--- src/rtl/aes_pkg.sv ---
// Shared AES constants, FSM state encoding and GF(2^8) helpers.
package aes_pkg;

  localparam int unsigned BYTE_W = 8;
  localparam int unsigned COL_W  = 32;

  // InvMixColumns circulant coefficients, row 0 of the inverse matrix
  localparam logic [BYTE_W-1:0] INV_MC_C0 = 8'h0E;
  localparam logic [BYTE_W-1:0] INV_MC_C1 = 8'h0B;
  localparam logic [BYTE_W-1:0] INV_MC_C2 = 8'h0D;
  localparam logic [BYTE_W-1:0] INV_MC_C3 = 8'h09;

  typedef enum logic [1:0] {
    IDLE = 2'd0,
    RUN  = 2'd1,
    DONE = 2'd2
  } state_t;

  // Multiply by x modulo the AES polynomial 0x11B
  function automatic logic [BYTE_W-1:0] xtime(input logic [BYTE_W-1:0] a);
    return {a[BYTE_W-2:0], 1'b0} ^ (a[BYTE_W-1] ? 8'h1B : 8'h00);
  endfunction

endpackage

--- src/rtl/gf_mul_lut.sv ---
// Registered multiply-by-constant lookup in GF(2^8); output is zero when not enabled.
module gf_mul_lut
  import aes_pkg::*;
#(
  parameter logic [BYTE_W-1:0] COEF = 8'h01
) (
  input  logic              CLK,
  input  logic              Read_Enable,
  input  logic [BYTE_W-1:0] Read_Address,
  output logic [BYTE_W-1:0] Read_Data
);

  // Shift-and-add product built from xtime, so no per-constant table is stored
  function automatic logic [BYTE_W-1:0] gf_mul(input logic [BYTE_W-1:0] a,
                                               input logic [BYTE_W-1:0] c);
    logic [BYTE_W-1:0] p;
    logic [BYTE_W-1:0] m;
    p = '0;
    m = a;
    for (int i = 0; i < int'(BYTE_W); i++) begin
      if (c[i]) p = p ^ m;
      m = xtime(m);
    end
    return p;
  endfunction

  logic [BYTE_W-1:0] product;

  // Combinational product of the address and the fixed coefficient
  always_comb begin
    product = gf_mul(Read_Address, COEF);
  end

  // One-cycle registered read, forced to zero when disabled
  always_ff @(posedge CLK) begin
    Read_Data <= Read_Enable ? product : '0;
  end

endmodule

--- src/rtl/inv_mix_column_engine.sv ---
// Sequential InvMixColumns for one column: one input byte per cycle through
// four constant-multiplier lookups, accumulated into four output bytes.
module inv_mix_column_engine
  import aes_pkg::*;
(
  input  logic             CLK,
  input  logic             RST_N,
  input  logic             In_Valid,
  output logic             In_Ready,
  input  logic [COL_W-1:0] In_Column,
  output logic             Out_Valid,
  input  logic             Out_Ready,
  output logic [COL_W-1:0] Out_Column,
  output logic             Busy
);

  localparam int unsigned NUM_BYTES = 4;
  localparam int unsigned CNT_W     = 3;

  state_t                           state;
  logic [CNT_W-1:0]                 cnt;
  logic [COL_W-1:0]                 col_q;
  logic [NUM_BYTES-1:0][BYTE_W-1:0] acc;
  logic [NUM_BYTES-1:0][BYTE_W-1:0] acc_nxt;
  logic [NUM_BYTES-1:0][BYTE_W-1:0] prod;
  logic                             rd_en;
  logic [BYTE_W-1:0]                rd_addr;
  logic [1:0]                       j_idx;

  // Lookup address: byte a_cnt of the latched column, row 0 in the top byte
  always_comb begin
    rd_en   = (state == RUN) && (cnt < CNT_W'(NUM_BYTES));
    rd_addr = '0;
    case (cnt[1:0])
      2'd0:    rd_addr = col_q[31:24];
      2'd1:    rd_addr = col_q[23:16];
      2'd2:    rd_addr = col_q[15:8];
      default: rd_addr = col_q[7:0];
    endcase
  end

  // Accumulator i takes the product of byte j with coefficient C[(j-i) mod 4]
  always_comb begin
    j_idx   = 2'(cnt - CNT_W'(1));
    acc_nxt = acc;
    for (int i = 0; i < int'(NUM_BYTES); i++) begin
      acc_nxt[NUM_BYTES-1-i] = acc[NUM_BYTES-1-i] ^ prod[2'(j_idx - 2'(i))];
    end
  end

  // prod[k] holds the product with coefficient C[k]
  gf_mul_lut #(.COEF(INV_MC_C0)) u_mul_c0 (
    .CLK(CLK), .Read_Enable(rd_en), .Read_Address(rd_addr), .Read_Data(prod[0])
  );
  gf_mul_lut #(.COEF(INV_MC_C1)) u_mul_c1 (
    .CLK(CLK), .Read_Enable(rd_en), .Read_Address(rd_addr), .Read_Data(prod[1])
  );
  gf_mul_lut #(.COEF(INV_MC_C2)) u_mul_c2 (
    .CLK(CLK), .Read_Enable(rd_en), .Read_Address(rd_addr), .Read_Data(prod[2])
  );
  gf_mul_lut #(.COEF(INV_MC_C3)) u_mul_c3 (
    .CLK(CLK), .Read_Enable(rd_en), .Read_Address(rd_addr), .Read_Data(prod[3])
  );

  // Control FSM with registered handshake outputs
  always_ff @(posedge CLK) begin
    if (!RST_N) begin
      state      <= IDLE;
      cnt        <= '0;
      col_q      <= '0;
      acc        <= '0;
      In_Ready   <= 1'b0;
      Out_Valid  <= 1'b0;
      Out_Column <= '0;
      Busy       <= 1'b0;
    end else begin
      case (state)
        IDLE: begin
          if (In_Valid && In_Ready) begin
            col_q    <= In_Column;
            acc      <= '0;
            cnt      <= '0;
            state    <= RUN;
            In_Ready <= 1'b0;
            Busy     <= 1'b1;
          end else begin
            In_Ready <= 1'b1;
          end
        end
        RUN: begin
          // Lookup data for byte cnt-1 is valid while cnt is 1..4
          if (cnt != '0) acc <= acc_nxt;
          if (cnt == CNT_W'(NUM_BYTES)) begin
            cnt        <= '0;
            state      <= DONE;
            Out_Valid  <= 1'b1;
            Out_Column <= acc_nxt;
          end else begin
            cnt <= cnt + CNT_W'(1);
          end
        end
        DONE: begin
          if (Out_Ready) begin
            state     <= IDLE;
            Out_Valid <= 1'b0;
            Busy      <= 1'b0;
            In_Ready  <= 1'b1;
          end
        end
        default: begin
          state <= IDLE;
        end
      endcase
    end
  end

endmodule

--- config.mk ---
export PLATFORM = sky130hd
export DESIGN_NAME = inv_mix_column_engine
export DESIGN_NICKNAME = d
export VERILOG_FILES = /design/src/rtl/aes_pkg.sv /design/src/rtl/gf_mul_lut.sv /design/src/rtl/inv_mix_column_engine.sv
export SDC_FILE = /design/constraint.sdc
export NUM_CORES = 1
export LEC_CHECK = 0
export ABC_CLOCK_PERIOD_IN_PS = 3090
export CAP_MARGIN = 20
export CORE_MARGIN = 2
export CORE_UTILIZATION = 53
export CTS_BUF_LIST = sky130_fd_sc_hd__clkbuf_4 sky130_fd_sc_hd__clkbuf_8
export DETAILED_ROUTE_END_ITERATION = 7
export GPL_TIMING_DRIVEN = 0
export PLACE_DENSITY_LB_ADDON = 0.25
export SLEW_MARGIN = 10
export SYNTH_ARGS = -nofsm -noshare
export SYNTH_HDL_FRONTEND = slang
export SYNTH_SLANG_ARGS = --single-unit
--- constraint.sdc ---
create_clock -name CLK -period 3.09 [get_ports CLK]
set_input_delay 0.618 -clock CLK [delete_from_list [all_inputs] [get_ports CLK]]
set_output_delay 0.618 -clock CLK [all_outputs]
set_load 0.01 [all_outputs]
-- After elaboration in Yosys (flattened, before gate mapping)
Index checks and enable logic that the tools add are counted.
- bits in registers: 136
- input bits: 36
- output and inout bits: 35
- word-level logic and storage cells: 94
- $add $sub $neg: 5
- $lt $le $gt $ge: 5
- eq/ne operators: 9
- mux-type cells: 30
- bitwise logic cells: 14
- reductions and logical operators: 16
- operator list (cell ; number):
    8-bit XOR ; 14
    8-bit binary-select mux with 2-bit select ; 4
    32-bit two-way mux ; 2
    32-bit one-hot mux with 2 select lines ; 1
    8-bit two-way mux ; 4
    8-bit one-hot mux with 3 select lines ; 1
    5-bit two-way mux ; 3
    2-bit by 3-bit < comparator with 1-bit output, second input constant ; 4
    3-bit AND reduction ; 4
    2-bit AND reduction ; 4
    2-bit two-way mux ; 3
    3-bit two-way mux ; 2
    1-bit one-hot mux with 2 select lines ; 3
    2-bit one-hot mux with 3 select lines ; 1
    3-bit one-hot mux with 2 select lines ; 1
    2-bit nonzero test ; 3
    1-bit two-way mux ; 5
    2-bit by 1-bit equality test with 1-bit output, second input constant ; 2
    2-bit equality test, second input constant ; 2
    2-bit logical NOT ; 2
    2-bit by 1-bit inequality test with 1-bit output, second input constant ; 2
    2-bit inequality test, second input constant ; 2
    2-bit by 1-bit subtractor with 2-bit output, second input constant ; 2
    2-bit subtractor, second input constant ; 2
    5 further kinds ; 6

-- Logic depth before layout (Yosys ltp)
Gate-level depths: netlist of the first run.
- depth in word-level cells: 9
- gate-level depth with buffers: 12
- depth with buffers taken out: 7

-- Cells and area by module
A second synthesis of the first run with hierarchy kept.
- cell total of the unflattened synthesis: 723
- area, all modules: 6959.2 um^2
- by module, submodules not included (module ; instances ; cells an instance ; area each (um^2) ; sequential area each (um^2)):
    inv_mix_column_engine ; 1 ; 599 ; 5546.6 ; 2082.0
    gf_mul_lut at u_mul_c0 ; 1 ; 31 ; 365.4 ; 160.2
    gf_mul_lut at u_mul_c2 ; 1 ; 29 ; 362.8 ; 160.2
    gf_mul_lut at u_mul_c1 ; 1 ; 36 ; 361.6 ; 160.2
    gf_mul_lut at u_mul_c3 ; 1 ; 28 ; 322.8 ; 160.2

-- Least setup slack after synthesis of the first run
No wires, ideal clock.
- path kind: register -> register
- from: reg cnt[0]
- to: reg u_mul_c1.Read_Data[5]
- setup time: 0.123 ns
- arrival: 2.935 ns
- required time: 2.967 ns
- setup slack: 0.032 ns
- stages on the path, launching flop included: 12
- path buffers: 4
- clock period less this slack: 3.058 ns
- cell sequence: dfxtp_1 -> buf_2 -> buf_2 -> buf_2 -> inv_1 -> ha_1 -> buf_6 -> a222oi_1 -> mux2i_4 -> xnor2_2 -> xnor2_1 -> mux2_1
- word-level cells in the longest chain between the ends: 7
- elaborated cells between the ends (all ways): 13
- classes of those cells: order compare (1); eq/ne (2); mux (3); bitwise (5); reduce/logical (2)
- ends and longest elaborated chain (element ; line ; text):
    start: declaration ; inv_mix_column_engine.sv:21 ; logic [CNT_W-1:0] cnt;
    start signal: assignment ; inv_mix_column_engine.sv:99 ; cnt <= cnt + CNT_W'(1);
    2-bit equality test, or another cell as far along ; inv_mix_column_engine.sv:34 ; case (cnt[1:0])
    8-bit one-hot mux with 3 select lines ; inv_mix_column_engine.sv:34 ;
    5-bit two-way mux / 8-bit XOR (equally long branches) ; aes_pkg.sv:21 ; return {a[BYTE_W-2:0], 1'b0} ^ (a[BYTE_W-1] ? 8'h1B : 8'h00);
    8-bit XOR / 5-bit two-way mux (equally long branches) ; aes_pkg.sv:21 ;
    8-bit XOR (2 in a row) ; aes_pkg.sv:21 ;
    8-bit XOR ; gf_mul_lut.sv:21 ; if (c[i]) p = p ^ m;
    end signal: assignment ; gf_mul_lut.sv:36 ; Read_Data <= Read_Enable ? product : '0;
    end: declaration ; gf_mul_lut.sv:10 ; output logic [BYTE_W-1:0] Read_Data
Several ways; a longest one is shown, not always the timed one.
A chain may end at the register's enable or synchronous reset.

-- Worst setup path after layout of the first run
- from: reg cnt[0]
- to: reg u_mul_c2.Read_Data[3]
- word-level cells in the longest chain between the ends: 7
- elaborated cells between the ends (all ways): 14
- classes of those cells: order compare (1); eq/ne (2); mux (4); bitwise (5); reduce/logical (2)
- ends and longest elaborated chain (element ; line):
    2-bit equality test, or another cell as far along ; inv_mix_column_engine.sv:34
    8-bit one-hot mux with 3 select lines ; inv_mix_column_engine.sv:34
    8-bit XOR / 5-bit two-way mux (equally long branches) ; aes_pkg.sv:21
    5-bit two-way mux / 8-bit XOR (equally long branches) ; aes_pkg.sv:21
    8-bit XOR / 5-bit two-way mux (equally long branches) ; aes_pkg.sv:21
    8-bit XOR (on tied branches) ; gf_mul_lut.sv:21, aes_pkg.sv:21
    8-bit XOR ; gf_mul_lut.sv:21
    end signal: assignment ; gf_mul_lut.sv:36
    end: declaration ; gf_mul_lut.sv:10
Several ways; a longest one is shown, not always the timed one.

==> flow_metrics.tcl, run 1 <==
set metrics [dict create \
    p_sw_share_pct 26.4 \
    rsz0062_at_grt "false" \
    dp_cells 922 \
    syn_to_final_growth_pct 22.6 \
    tns_ns 0 \
    grt_max_degree 17 \
    multiInputGateArea_sq_um 3640 \
    cts_buffers 17 \
    crit_path_start_kind "register" \
    port_buffers 69 \
    p_comb_share_pct 14.9 \
    worstPathArrival_ns 3.26 \
    gp_congestion 0.848 \
    num_rows 40 \
    synthArstFlopShare_pct 0 \
    yosys-top-cells-area "dfxtp_1 41%, mux4_2 11%, xnor2_1 6.8%" \
    power_frac_seq_pct 47.7 \
    path_clk_slew_ns 0.08 \
    routed_wl_mm 15.1 \
    synth_edf_count 0 \
    syn_area_per_cell_sq_um 9.61 \
    grt_pass1_wl_mm 24.8 \
    synth_area_sq_um 6580 \
    synth.top_cell.area_share_pct 41.4 \
    relSlewSlack_pct 57.8 \
    final_cells 969 \
    cp_data_required_time_ns 3.44 \
    synth-seq-cells 136 \
    post-route-util_pct 66.9 \
    status "completed" \
    clk_latency_ns 0.46 \
    setup_viol_count_final 0 \
    drc 0 \
    io_pins 71 \
    peakVddDrop_uv 284 \
    power_switching_mw 1.02 \
    clock_skew_ns 0.0110 \
    drive_gt1_share_pct 13.5 \
    start_util_pct 54.6 \
    num_vias 5223 \
    cts.sinks 136 \
    place_hpwl_mm 11.4 \
    finalHoldViolCount 0 \
    power.share.clock_pct 37.4 \
    finalPower_mw 3.86 \
    p_leak_nw 3.16 \
    finalCritPeriodShare_pct 94.2 \
    clockRootBuffer "clkbuf_8" \
    grt-ovfl-total 0 \
    via_per_inst 5.39 \
    yosysTopAreaCell "dfxtp_1" \
    fin_ws_ns 0.178 \
    synthCells 685 \
    grt_pass1_vias 5059 \
    cellInternalPower_mw 2.84 \
    critPathMaxFanout 19 \
    synth-seq-area-share_pct 41.4 \
    syn-num-nets 725 \
    htree_num_levels 4 \
    ff_latch_area_sq_um 2720 \
    grt_antenna_before_repair 0 \
    maxCapViolCount 0 \
    grt_use_total_pct 24.4 \
    drtIter0Drc 389 \
    mostFrequentLayoutCells "135 x dfxtp_1, 117 x nand2_1, 82 x nor2_1" \
    diodes 0 \
    layout.nets 828 \
    pre_cts_ws_ns -0.599 \
    ys_types 39 \
    fin_crit_ns 2.91 \
    cts_tree "done" \
    worstHoldPathType "register to register" \
    endpoint_kind "register" \
    cts.path.max_buffers 2 \
    wl_per_cell_um 15.6 \
    tightest_slew_ns 0.621 \
    route.antenna.remaining_nets 0 \
    max_freq_ghz 0.343 \
    slew_viol_final 0 \
    synth_ff_type "dfxtp_1" \
    ys.warnings.count 0 \
    fp.coreArea_sq_um 12100 \
    final_common_cell "dfxtp_1" \
    dr.pass1.iters 5 \
    dieArea_sq_um 13300 \
    pwr_density_cell_nw_per_um2 478 \
    die_y_um 115 \
    die_w_um 115 \
    fillerInstances 956 \
    path_class "register to register" \
]
-- registers in the layout, indices dropped and copies added, names as in the netlist --
signal              flops
Out_Column             32
acc                    32
col_q                  32
u_mul_c0.Read_Data      8
u_mul_c1.Read_Data      8
u_mul_c2.Read_Data      8
u_mul_c3.Read_Data      8
cnt                     3
state                   2
Busy                    1
In_Ready                1
Out_Valid               1
-- critical path, stage by stage (launching register included) --
cell,delay (ns)
dfxtp_2,0.37
buf_8,0.13
buf_12,0.17
inv_1,0.08
ha_1,0.21
buf_6,0.14
a222oi_1,0.57
mux2i_4,0.25
buf_12,0.20
xnor2_4,0.13
xnor2_2,0.24
mux2_4,0.32
-- cell type report --
| cell class | count | area share [%] |
|---|---|---|
| plain buffers | 50 | 3.02 |
| clock buffers | 19 | 3.24 |
| clock inverters | 13 | 1.60 |
| inverters | 9 | 0.419 |
| multi-input cells | 489 | 45.1 |
| flip-flops and latches | 136 | 33.8 |
| well taps | 168 | 2.61 |
| repair buffers | 85 | 10.2 |
-- final timing paths --
| kind | cells after the start | slack [ns] | end | startpoint |
|---|---|---|---|---|
| worst max register to register | 11 | 0.18 | u_mul_c2.Read_Data[3] | cnt[0] |
| worst max-delay path | 11 | 0.18 | u_mul_c2.Read_Data[3] | cnt[0] |
| worst min-delay path | 2 | 0.46 | col_q[6] | col_q[6] |
| worst min register to register | 2 | 0.46 | col_q[6] | col_q[6] |
-- kinds of logic (layout without fill, tap and decap cells) --
group / count (synthesis) / count (layout) / share of synthesized area (%)
simple gates: 236 / 236 / 15.0
fa+ha+maj: 4 / 4 / 0.760
mux: 41 / 41 / 12.8
flops: 136 / 136 / 41.4
buf+inv: 60 / 176 / 3.75
compound gates: 137 / 137 / 15.4
xor+xnor: 71 / 71 / 10.9
-- timing repair --
item,CTS,global route
endpoints found under the setup margin,93,42
resized for setup,15,5
hold buffers,0,0
setup buffers,8,8
pin swaps,7,6
-- per-layer routing --
| metal | GRT usage, % | part of all wire (%) | vias to the layer above |
|---|---|---|---|
| met3 | 6.12 | 5.7 | 29 |
| met5 | 0 | 0 | - |
| met4 | 9.24 | 2.2 | 0 |
| li1 | - | - | 2534 |
| met2 | 41.9 | 51 | 183 |
| met1 | 29.5 | 41 | 2477 |
-- through the flow --
stage / hold slack (ns) / area (sq um)
after floorplan: 0.443 / 6580
after CTS: 0.466 / 8000
final: 0.463 / 8070
after detailed placement: 0.456 / 7480
after global placement: 0.452 / 7480
after global routing: 0.487 / 8070
-- Yosys cell counts (4+ instances only) --
cell type and instances:
xnor2_1 51, a21oi_1 24, a222oi_1 5, o211a_1 33
mux4_2 32, xor2_1 12, buf_2 8, nor2_1 82
ha_1 4, nand2_1 117, xnor2_2 4, o21ai_0 20
buf_1 4, clkbuf_1 37, a21boi_0 50, inv_1 9
nor2b_1 26, dfxtp_1 136
-- power by group through the flow --
stage | clock network, mW | registers, mW | logic (mW)
after floorplan | 0 | 1.86 | 0.387
final | 1.44 | 1.84 | 0.575
after global routing | 1.54 | 1.84 | 0.622
after detailed placement | 0 | 1.88 | 0.525
after global placement | 0 | 1.87 | 0.514
after CTS | 1.46 | 1.84 | 0.557
(Power assumes the default switching activity.)
==> run 2, diff against run 1 <==
--- a/config.mk
+++ b/config.mk
@@ -7,8 +7,9 @@
 export LEC_CHECK = 0
 export ABC_CLOCK_PERIOD_IN_PS = 3090
 export CAP_MARGIN = 20
-export CORE_MARGIN = 2
-export CORE_UTILIZATION = 53
+export CELL_PAD_IN_SITES_DETAIL_PLACEMENT = 1
+export CELL_PAD_IN_SITES_GLOBAL_PLACEMENT = 2
+export CORE_UTILIZATION = 33
 export CTS_BUF_LIST = sky130_fd_sc_hd__clkbuf_4 sky130_fd_sc_hd__clkbuf_8
 export DETAILED_ROUTE_END_ITERATION = 7
 export GPL_TIMING_DRIVEN = 0
==> run 2 against run 1 <==
Critical path depth rose by 1. Sequential power is essentially flat. Sequential cell count did not move. Setup slack worse by 0.028 ns. Design area is 1.3% higher.
==> flow_metrics.tcl, run 2 (synthesis gave the netlist of run 1 again) <==
set metrics [dict create \
    crit_path_start_kind "register" \
    cp-startpoint "cnt[0]" \
    io_pins 71 \
    path_clk_slew_ns 0.09 \
    wl_per_cell_um 17.2 \
    grt_antenna_before_repair 0 \
    pwr_density_cell_nw_per_um2 480 \
    grt-ovfl-total 0 \
    p_leak_nw 3.13 \
    cp_data_required_time_ns 3.42 \
    via_per_inst 4.90 \
    endpoint_kind "register" \
    route.antenna.remaining_nets 0 \
    num_rows 51 \
    worstHoldPathType "register to register" \
    cts.path.max_buffers 2 \
    cts_tree "done" \
    clock_skew_ns 0.0174 \
    finalCritPeriodShare_pct 95.2 \
    layout.nets 824 \
    clk_latency_ns 0.47 \
    grt_pass1_wl_mm 29.0 \
    finalPower_mw 3.92 \
    die_w_um 143 \
    cts_buffers 17 \
    clockRootBuffer "clkbuf_8" \
    fillerInstances 2282 \
    port_buffers 69 \
    syn_to_final_growth_pct 24.2 \
    rr_worst_depth 12 \
    holdPathStages 2 \
    relSlewSlack_pct 55.5 \
    tns_ns 0 \
    fp.coreArea_sq_um 19500 \
    routed_wl_mm 18.2 \
    grt_max_degree 17 \
    dr.pass1.iters 4 \
    crit_end "u_mul_c0.Read_Data[2]" \
    reg.largest.list "Out_Column: 32 flops, acc: 32 flops, col_q: 32 flops" \
    critPathMaxFanout 11 \
    max_freq_ghz 0.340 \
    drtIter0Drc 228 \
    fin_crit_ns 2.94 \
    cts-hold-fix-buffers 0 \
    setup_viol_count_final 0 \
    drive_gt1_share_pct 12.9 \
    drc 0 \
    final_common_cell "dfxtp_1" \
    whs_ns 0.474 \
    path_class "register to register" \
    place_hpwl_mm 14.1 \
    r2r-start "cnt[0]" \
    die_y_um 143 \
    peakVddDrop_uv 253 \
    slew_viol_final 0 \
    r2r_end "u_mul_c0.Read_Data[2]" \
    mostFrequentLayoutCells "135 x dfxtp_1, 117 x nand2_1, 82 x nor2_1" \
    cts.sinks 136 \
    num_vias 5208 \
    dieArea_sq_um 20500 \
    start_util_pct 33.7 \
    tightest_slew_ns 0.654 \
    r2r_slack_ns 0.15 \
    htree_num_levels 4 \
    status "completed" \
    grt_pass1_vias 5392 \
    gp_congestion 0.824 \
    finalHoldViolCount 0 \
    maxCapViolCount 0 \
    grt_use_total_pct 18.9 \
    worstPathArrival_ns 3.27 \
    diodes 0 \
]
[run 2: critical path: stages, from the launching register on]
cell and delay [ns]:
dfxtp_4 0.38, buf_12 0.15, buf_12 0.14, inv_1 0.06, ha_1 0.20, buf_6 0.14, a222oi_1 0.62, mux2i_1 0.25
buf_4 0.22, xnor2_4 0.24, buf_4 0.17, xor2_1 0.15, nor2_1 0.06
[run 2: area by class of cell]
| type | instances | area, sq um | area share [%] |
|---|---|---|---|
| multi-input combinational | 489 | 3650 | 44.6 |
| sequential | 136 | 2730 | 33.4 |
| timing repair buffer | 81 | 781 | 9.55 |
| tap | 265 | 332 | 4.06 |
| clock buffer | 19 | 255 | 3.12 |
| buffer | 50 | 250 | 3.06 |
| clock inverter | 13 | 146 | 1.79 |
| inverter | 9 | 33.8 | 0.413 |
[run 2: worst min path at each step]
stage                         start        end  slack, ns
after global placement     col_q[1]   col_q[1]       0.45
after floorplan           col_q[24]  col_q[24]       0.44
after CTS                 col_q[17]  col_q[17]       0.48
after detailed placement  col_q[19]  col_q[19]       0.47
final                     col_q[19]  col_q[19]       0.47
after global routing      col_q[17]  col_q[17]       0.49
[run 2: per-layer routing]
layer	track usage (%)	vias up	part of all wire (%)
met4	4.54	0	0.76
met2	32.8	94	50
met3	3.52	10	3.3
li1	-	2530	-
met1	24.2	2574	46
met5	0	-	0
[run 2: repair_timing]
action,in CTS,in global routing
resized for setup,16,7
setup buffers,8,4
setup endpoints to repair,96,41
gates cloned,0,0
pin swaps,7,5
[run 2: stage by stage]
| step | instances | area (sq um) | utilization (%) | worst slack, ns |
|---|---|---|---|---|
| floorplan | 685 | 6580 | - | 0.0318 |
| global placement | 1019 | 7600 | 38.9 | -0.716 |
| detailed placement | 1019 | 7600 | 38.9 | -0.754 |
| CTS | 1059 | 8130 | 41.7 | 0.0290 |
| global route | 1062 | 8170 | 41.8 | -0.0148 |
| finish | 1062 | 8170 | 41.8 | 0.150 |
[run 2: report_power, final]
| group | switching [mW] | internal, mW | leakage [nW] |
|---|---|---|---|
| sequential | 0.0433 | 1.80 | 1.10 |
| clock | 0.743 | 0.755 | 0.200 |
| combinational | 0.301 | 0.283 | 1.83 |
| total | 1.09 | 2.84 | 3.13 |
